<file path="src/rtl/regfile_wb_buffer.sv">
// regfile_wb_buffer: merges load-unit and ALU register writes into a small
// circular FIFO that drains into a single register-file write port.
// Each drain cycle issues one write, and the drain can be stalled.
// Destination x0 requests are handshaken but dropped.
// The busy scoreboard reports which registers have writes still buffered.
// The fwd1/fwd2 bypass logic is built only when REGFILE_WB_FORWARD_EN is
// defined; otherwise the fwd outputs are tied to 0.
module regfile_wb_buffer #(
  parameter int DEPTH = 4
) (
  input  logic        clk,
  input  logic        reset,
  // load-unit request
  input  logic        ld_valid,
  input  logic [4:0]  ld_rd,
  input  logic [63:0] ld_data,
  output logic        ld_ready,
  // ALU request
  input  logic        alu_valid,
  input  logic [4:0]  alu_rd,
  input  logic [63:0] alu_data,
  output logic        alu_ready,
  // register-file write port
  input  logic        wb_stall,
  output logic        RegWrite,
  output logic [4:0]  rd,
  output logic [63:0] WriteData,
  // hazard / forwarding
  input  logic [4:0]  rs1,
  input  logic [4:0]  rs2,
  output logic        fwd1_hit,
  output logic        fwd2_hit,
  output logic [63:0] fwd1_data,
  output logic [63:0] fwd2_data,
  output logic [31:0] busy
);

  localparam int AW = (DEPTH > 1) ? $clog2(DEPTH) : 1;
  localparam logic [AW+1:0] DEPTH_W = (AW+2)'(DEPTH);

  // pointers and occupancy
  logic [AW-1:0]  r_rptr;
  logic [AW-1:0]  r_wptr;
  logic [AW:0]    r_count;

  // entry storage (not reset; validity comes from pointers/count)
  logic [4:0]     r_mem_rd   [DEPTH];
  logic [63:0]    r_mem_data [DEPTH];

  logic           w_deq;
  logic [AW+1:0]  w_free;
  logic           w_ld_need;
  logic           w_ld_enq;
  logic           w_alu_enq;
  logic [AW-1:0]  w_alu_idx;
  logic [AW:0]    w_enq_cnt;
  logic [DEPTH-1:0] w_entry_valid;

  // head leaves the buffer whenever something is queued and the port is free
  assign w_deq = (r_count != '0) & ~wb_stall;

  // a slot freed by this cycle's dequeue can be refilled in the same cycle
  assign w_free = DEPTH_W - {1'b0, r_count} + {{(AW+1){1'b0}}, w_deq};

  // an x0 load never occupies a slot, so it must not block the ALU
  assign w_ld_need = ld_valid & (ld_rd != 5'd0);

  assign ld_ready  = reset & (w_free >= (AW+2)'(1));
  assign alu_ready = reset & (w_free >= ((AW+2)'(1) + {{(AW+1){1'b0}}, w_ld_need}));

  assign w_ld_enq  = ld_valid  & ld_ready  & (ld_rd  != 5'd0);
  assign w_alu_enq = alu_valid & alu_ready & (alu_rd != 5'd0);

  // the load is older, so the ALU entry lands one slot behind it
  assign w_alu_idx = r_wptr + AW'(w_ld_enq);
  assign w_enq_cnt = (AW+1)'(w_ld_enq) + (AW+1)'(w_alu_enq);

  // pointer and count update; reset empties the buffer immediately
  always_ff @(posedge clk or negedge reset) begin
    if (!reset) begin
      r_rptr  <= '0;
      r_wptr  <= '0;
      r_count <= '0;
    end else begin
      r_rptr  <= r_rptr + AW'(w_deq);
      r_wptr  <= r_wptr + AW'(w_enq_cnt);
      r_count <= r_count + w_enq_cnt - (AW+1)'(w_deq);
    end
  end

  // entry writes: load first, ALU second
  always_ff @(posedge clk) begin
    if (w_ld_enq) begin
      r_mem_rd[r_wptr]   <= ld_rd;
      r_mem_data[r_wptr] <= ld_data;
    end
    if (w_alu_enq) begin
      r_mem_rd[w_alu_idx]   <= alu_rd;
      r_mem_data[w_alu_idx] <= alu_data;
    end
  end

  // write port is driven straight from the head entry
  assign RegWrite  = w_deq;
  assign rd        = (r_count != '0) ? r_mem_rd[r_rptr]   : 5'd0;
  assign WriteData = (r_count != '0) ? r_mem_data[r_rptr] : 64'd0;

  // a slot is live when its distance from the read pointer is below count
  genvar gi, ge;
  generate
    for (gi = 0; gi < DEPTH; gi++) begin : g_valid
      logic [AW-1:0] w_off;
      assign w_off             = AW'(gi) - r_rptr;
      assign w_entry_valid[gi] = ({1'b0, w_off} < r_count);
    end
  endgenerate

  // busy scoreboard: one OR-reduction per architectural register
  assign busy[0] = 1'b0;
  generate
    for (gi = 1; gi < 32; gi++) begin : g_busy
      logic [DEPTH-1:0] w_match;
      for (ge = 0; ge < DEPTH; ge++) begin : g_ent
        assign w_match[ge] = w_entry_valid[ge] & (r_mem_rd[ge] == 5'(gi));
      end
      assign busy[gi] = |w_match;
    end
  endgenerate

`ifdef REGFILE_WB_FORWARD_EN
  logic [AW-1:0] w_fwd_idx;

  // scan oldest to youngest so the youngest matching entry wins
  always_comb begin
    fwd1_hit  = 1'b0;
    fwd2_hit  = 1'b0;
    fwd1_data = 64'd0;
    fwd2_data = 64'd0;
    w_fwd_idx = '0;
    for (int k = 0; k < DEPTH; k++) begin
      w_fwd_idx = r_rptr + AW'(k);
      if ((AW+1)'(k) < r_count) begin
        if ((rs1 != 5'd0) && (r_mem_rd[w_fwd_idx] == rs1)) begin
          fwd1_hit  = 1'b1;
          fwd1_data = r_mem_data[w_fwd_idx];
        end
        if ((rs2 != 5'd0) && (r_mem_rd[w_fwd_idx] == rs2)) begin
          fwd2_hit  = 1'b1;
          fwd2_data = r_mem_data[w_fwd_idx];
        end
      end
    end
  end
`else
  // bypass not built: sources are read only by the forwarding network
  logic w_unused_rs;
  assign w_unused_rs = ^{rs1, rs2};
  assign fwd1_hit  = 1'b0;
  assign fwd2_hit  = 1'b0;
  assign fwd1_data = 64'd0;
  assign fwd2_data = 64'd0;
`endif

endmodule
</file>
<file path="config.mk">
export PLATFORM = sky130hd
export DESIGN_NAME = regfile_wb_buffer
export DESIGN_NICKNAME = d
export VERILOG_FILES = /design/src/rtl/regfile_wb_buffer.sv
export SDC_FILE = /design/constraint.sdc
export NUM_CORES = 1
export LEC_CHECK = 0
export ABC_AREA = 1
export CORE_MARGIN = 1.5
export CORE_UTILIZATION = 56
export DETAILED_ROUTE_END_ITERATION = 10
export HOLD_SLACK_MARGIN = 0.02
export MAX_ROUTING_LAYER = met4
export PLACE_DENSITY = 0.87
export REMOVE_ABC_BUFFERS = 1
export SYNTH_ARGS = -nofsm -noshare
export SYNTH_HDL_FRONTEND = slang
export SYNTH_SLANG_ARGS = --single-unit
</file>
<file path="constraint.sdc">
create_clock -name clk -period 11.8 [get_ports clk]
set_clock_uncertainty 0.15 [all_clocks]
set_input_delay 1.18 -clock clk [delete_from_list [all_inputs] [get_ports clk]]
set_output_delay 1.18 -clock clk [all_outputs]
set_load 0.01 [all_outputs]
</file>
; After elaboration in Yosys (flattened, before gate mapping)
; Memories as Yosys holds them, arrays and structs flattened.
; Cells that the tools add are included.
[word_totals]
register_bits = 7
latchBits = 0
mem_bits_rw = 276
romBits = 0
inputBits = 153
out_inout_bits = 234
wordCells = 321
memories = 2
[classes]
add_sub_neg = 13
n_mul = 0
div_mod_pow = 0
magnitude_cmp = 6
eq_ne = 124
shift = 0
mux = 6
bitwise = 133
n_reduce_logical = 34
[memory_table]
columns = name, words, width, read_ports, rd_ports_with_merged_regs, wr, line
row1 = r_mem_data, 4, 64, 1, 0, 2, 48  ; logic [63:0] r_mem_data [DEPTH];
row2 = r_mem_rd, 4, 5, 5, 0, 2, 47  ; logic [4:0] r_mem_rd [DEPTH];
[ops]
columns = op, count
row1 = $eq 5x5->1 const B, 64
row2 = $eq 5x4->1 const B, 32
row3 = $and 1x1->1, 132
row4 = $reduce_or 4->1, 31
row5 = $eq 5x3->1 const B, 16
row6 = $mux 64, 1
row7 = $eq 5x2->1 const B, 8
row8 = $eq 5x1->1 const B, 4
row9 = $lt 2x3->1, 4
row10 = $reduce_bool 5->1, 2
row11 = $mux 5, 1
row12 = $add 2x1->2, 2
row13 = $add 4x1->4, 1
row14 = $ge 4x1->1 const B, 1
row15 = $ge 4x2->1, 1
row16 = $mux 1, 4
row17 = $sub 1x2->2 const A, 2
row18 = $sub 2x2->2 const A, 2
row19 = $sub 3x3->4 const A, 1
row20 = $add 3x2->3, 1
row21 = $reduce_bool 3->1, 1
row22 = $sub 3x1->3, 1
row23 = $add 1x1->2, 1
row24 = $add 1x1->2 const A, 1
row25 = 2 further kinds, 2

; Depth between registers and ports, before layout
[logic_depth]
word_depth = 10
depth_mapped = 23
depth_no_buf = 21

; Worst setup path before layout
; No wires, ideal clock.
[synth_path]
path_kind = input port to flip-flop
startpoint = input port wb_stall
endpoint = memory r_mem_data[0][0] (enable)
setup_time_ns = 0.591
t_arrival_ns = 7.158
t_required_ns = 11.059
path_slack_ns = 3.900
stages = 11
n_path_buf = 0
path_cell_list = nor2_1 > inv_1 > ha_1 > inv_1 > ha_1 > inv_1 > nand2_1 > nand2_1 > nand3_1 > nand3b_1 > o21ai_0
[synth_lines]
columns = item, line
row1 = "start, declared", 24  ; input logic wb_stall,
row2 = "end, declared", 48

; Worst setup path after layout
[layout_path]
startpoint = register r_rptr[0]
endpoint = output port busy[31]
[layout_between]
elab_chain_len = 4
word_cells_on_any_way = 13
cone_classes = add/sub: 4 / order compare: 4 / bitwise: 4 / reduce/logical: 1
[layout_lines]
columns = item, line
row1 = "start, declared", 42  ; logic [AW-1:0] r_rptr;
row2 = "start signal, assigned", 85  ; r_rptr <= r_rptr + AW'(w_deq);
row3 = $sub 1x2->2 or $sub 2x2->2 (tied branches), 113  ; assign w_off = AW'(gi) - r_rptr;
row4 = $lt 2x3->1, 114  ; assign w_entry_valid[gi] = ({1'b0, w_off} < r_count);
row5 = $and 1x1->1, 124  ; assign w_match[ge] = w_entry_valid[ge] & (r_mem_rd[ge] == 5'(gi));
row6 = $reduce_or 4->1 (*), 126  ; assign busy[gi] = |w_match;
row7 = "end, declared", 35  ; output logic [31:0] busy
; Every way passes the cells marked *; elsewhere a longest branch is shown, timed or not.

==> impl_results.md <==
- Status: finished clean
- Most used cell, CP: nand2_1
- Antenna violations before repair: 6
- Max Transition Viols Final: 0
- Clk_lat worst skew: 540 ps
- WL per Instance: 20.3 um
- Slew @ Worst Pin: 1270 ps
- Drt pass-1 iters: 7
- Reg2reg end: r_mem_data[1][49]
- Post-route DRC: 0
- CTS tree: yes
- RSZ-0062 raised after global routing: false
- Sink Count: approximately 280
- Gate power share: 0.526
- Int Pwr: 2780 uW
- Flops & latches, synth: 283
- Switch Pwr: 2320 uW
- Post-synthesis sequential area ratio: 0.480
- Seq pwr share: 0.310
- H-tree depth: 1
- Hold EP: r_wptr[0]
- Commonest cells in the netlist: nand2_1 (679), nand3_1 (544), edfxtp_1 (276)
- Mapped cell area: 17,600 um2
- DP Area: 19,600 um2
- Antenna Nets Post-Route: 0
- Share of layout cells above drive strength 1: 0.0337
- Startpoint types: register
- Synth area leaders: edfxtp_1 (47%), nand3_1 (15%), nand2_1 (14%)
- Die H: 180 um
- Clock group share of total power: 0.164
- Pwr/cell area: around 250 nW/um2
- Max Cap Viol: 0
- Avg Inst Size Synth: 8.02 um2
- Critical path buffers and inverters: 3
- Peak per-stage delay on the critical path: between 900 and 1000 ps
- Reg2reg start: r_count[2]
- Post-CTS Hold Buffers: 0
- Share of the synthesized area in the top cell type: 0.470
- Synth-to-Final Area Change: 15.9%
- Worst-path maximum fanout: 60
- CP cell instances: inv_4, nand2_1, nand2_1, inv_1, ha_1, a31oi_2, nand2_1, nor2_1, nor2_1, nand2_1, clkdlybuf4s50_1
- Total Routing Usage GR: 0.339
- Post-synth EDFFs: 276
- Grt ovf: 0
- CTS root buffer: clkbuf_16
- Resized Gates After CTS: 0
- Async SR Flop Fraction: 0.0247
- Worst setup EP type: output port
- Post-route cell area: 20,400 um2
- First-pass GRT wire length: 84,300 um
- Unique masters post-synth: 31
- CTS max path bufs: 3
- Hold WC Path Type: reg2reg
- Starting density of the core: 0.572
- Setup-failing EPs final: 0
- Routed WL: 55,600 um
- Worst IR drop on VDD: 243 uV
- Reg2Reg Depth: 18
- LEAKAGE: 0.00824 uW
- Worst relative slew slack: 0.150
- Post-DP HPWL: between 30,000 and 40,000 um
- Largest area contributor in the netlist: edfxtp_1
- 1st-iter DRT viols: 2,246
- Reg clk slew, reported paths: 70 ps
- Fmax: 157 MHz
- Hold path cells: 1
- Ys flop type: edfxtp_1
- Switching Share: 0.455
- Vias in the first global route: ~16,000
- Die X-Extent: ~180 um
- Top-count cell post-synth: nand2_1
- Via-per-instance ratio: a little over 6
- YS warnings: 0
- Total power: 5100 uW
- Row count: 64
- Flop2flop setup slack: 6600 ps
- Final period demand of the worst path: 6380 ps
- Routability Congestion: 0.947
- Largest net degree at the start of global routing: approximately 280
- Hold Slack: 495 ps
- Worst Path Required: 10,470 ps
- Cells after DPL: around 2,700
- Via count: 16,700
- Die area: 32,600 um2
- Fin cells: 2,744
- Worst Path Class, Setup: reg2out
- Cell count after synthesis: between 2,000 and 2,500
- Fin. Hold Viols: 0
- Final worst path period share: 0.541
- Port Buffer Count: approximately 250
- Slowest stage cell, crit path: dfrtp_4
- Crit-path leading delay family: simple AND/OR/NAND/NOR gates
- Worst min-delay path startpoint: r_wptr[0]
- IO Pins: 387
- Post-CTS setup buffer count: 0
- Nets: about 2,500
- Crit path DAT: around 5100 ps
- Core ar.: 30,800 um2
- Num CTS Buffers: 27
==> worst max path at each step <==
stage / from / end / slack, ps / depth (start not counted)
floorplan: r_count[2] / r_mem_data[1][0] / -2830 / 17
global placement: wb_stall / r_mem_data[1][15] / 5990 / 19
detailed placement: wb_stall / r_mem_data[1][25] / 5910 / 19
CTS: r_rptr[0] / busy[17] / 5440 / 11
global route: r_rptr[0] / busy[18] / 5180 / 11
finish: r_rptr[0] / busy[31] / 5420 / 11
==> worst reg2reg max path, stage by stage, from the launching register on <==
cell and delay [ps]:
dfrtp_1 420, nor3_2 610, nor2_1 250, inv_1 110
ha_1 160, inv_1 40, ha_1 160, inv_1 70
nand2_1 50, nand2_1 100, nand3_1 90, nand3b_1 400
inv_1 140, ha_1 430, inv_1 150, nor2_4 130
nand4_1 180, o21ai_4 350, buf_4 790
==> cell usage in the layout (no fill, tap or decap), types with 2 or more instances in the layout <==
master	netlist	final
clkinv_2	0	6
nand2_1	679	679
edfxtp_1	276	276
clkdlybuf4s50_1	0	245
a21oi_1	16	16
dfrtp_1	7	5
nor2_1	143	141
o211ai_1	2	2
clkinv_1	1	2
xor2_1	4	4
o22ai_1	10	10
ha_1	15	15
diode_2	0	7
nor2_4	1	5
conb_1	1	131
nand3_1	544	544
clkbuf_1	118	5
xnor2_1	3	3
o21ai_4	0	4
nand4_1	4	4
dfrtp_4	0	2
inv_1	52	52
a41oi_1	64	64
inv_4	0	2
clkbuf_8	0	4
clkbuf_16	0	27
nand3b_1	2	2
buf_4	156	19
nor3_1	61	60
clkinvlp_4	0	3
==> power by group through the flow <==
stage	Clock [uW]	Sequential, uW	Combinational, uW
after floorplan	0	1650	1350
after global placement	0	1580	2570
after detailed placement	0	1590	2620
after CTS	833	1570	2640
after global routing	872	1600	2850
final	837	1580	2680
==> routing by layer <==
metal,GRT usage,up-vias,part of all wire
met4,0.182,0,0.045
met2,0.556,1288,0.48
met3,0.0768,248,0.12
met1,0.388,7648,0.35
li1,-,7560,-
met5,-,-,0
==> metrics by stage <==
step	worst slack, ps	setup TNS (ps)	utilization
CTS	5440	0	0.662
global placement	5990	0	0.635
floorplan	-2830	-633800	-
global route	5180	0	0.663
detailed placement	5910	0	0.635
finish	5420	0	0.663
==> cell families (layout without fill, tap and decap cells) <==
group           Yosys count  in the layout  synth area share
simple gates           1439           1439             0.351
buf+inv                 356            368             0.111
flops                   283            283             0.480
compound gates           97             97            0.0426
fa+ha+maj                16             16            0.0118
xor+xnor                  7              7           0.00348
other cells               1            138          0.000213
==> cell type report <==
| type | count | area [um2] |
|---|---|---|
| antenna | 7 | 17.5 |
| clock buffer | 36 | 749 |
| clock inverter | 12 | 90.1 |
| fill | 2392 | 10400 |
| inverter | 55 | 211 |
| multi-input combinational | 1690 | 7780 |
| sequential | 283 | 8470 |
| tap | 396 | 495 |
| timing repair buffer | 265 | 2620 |
==> sequential cells by signal, indices dropped and copies added, names as in the netlist <==
name,cells
r_mem_data,256
r_count,3
r_wptr,2
r_rptr,2
r_mem_rd,20
Power figures use the tool's default switching activity.
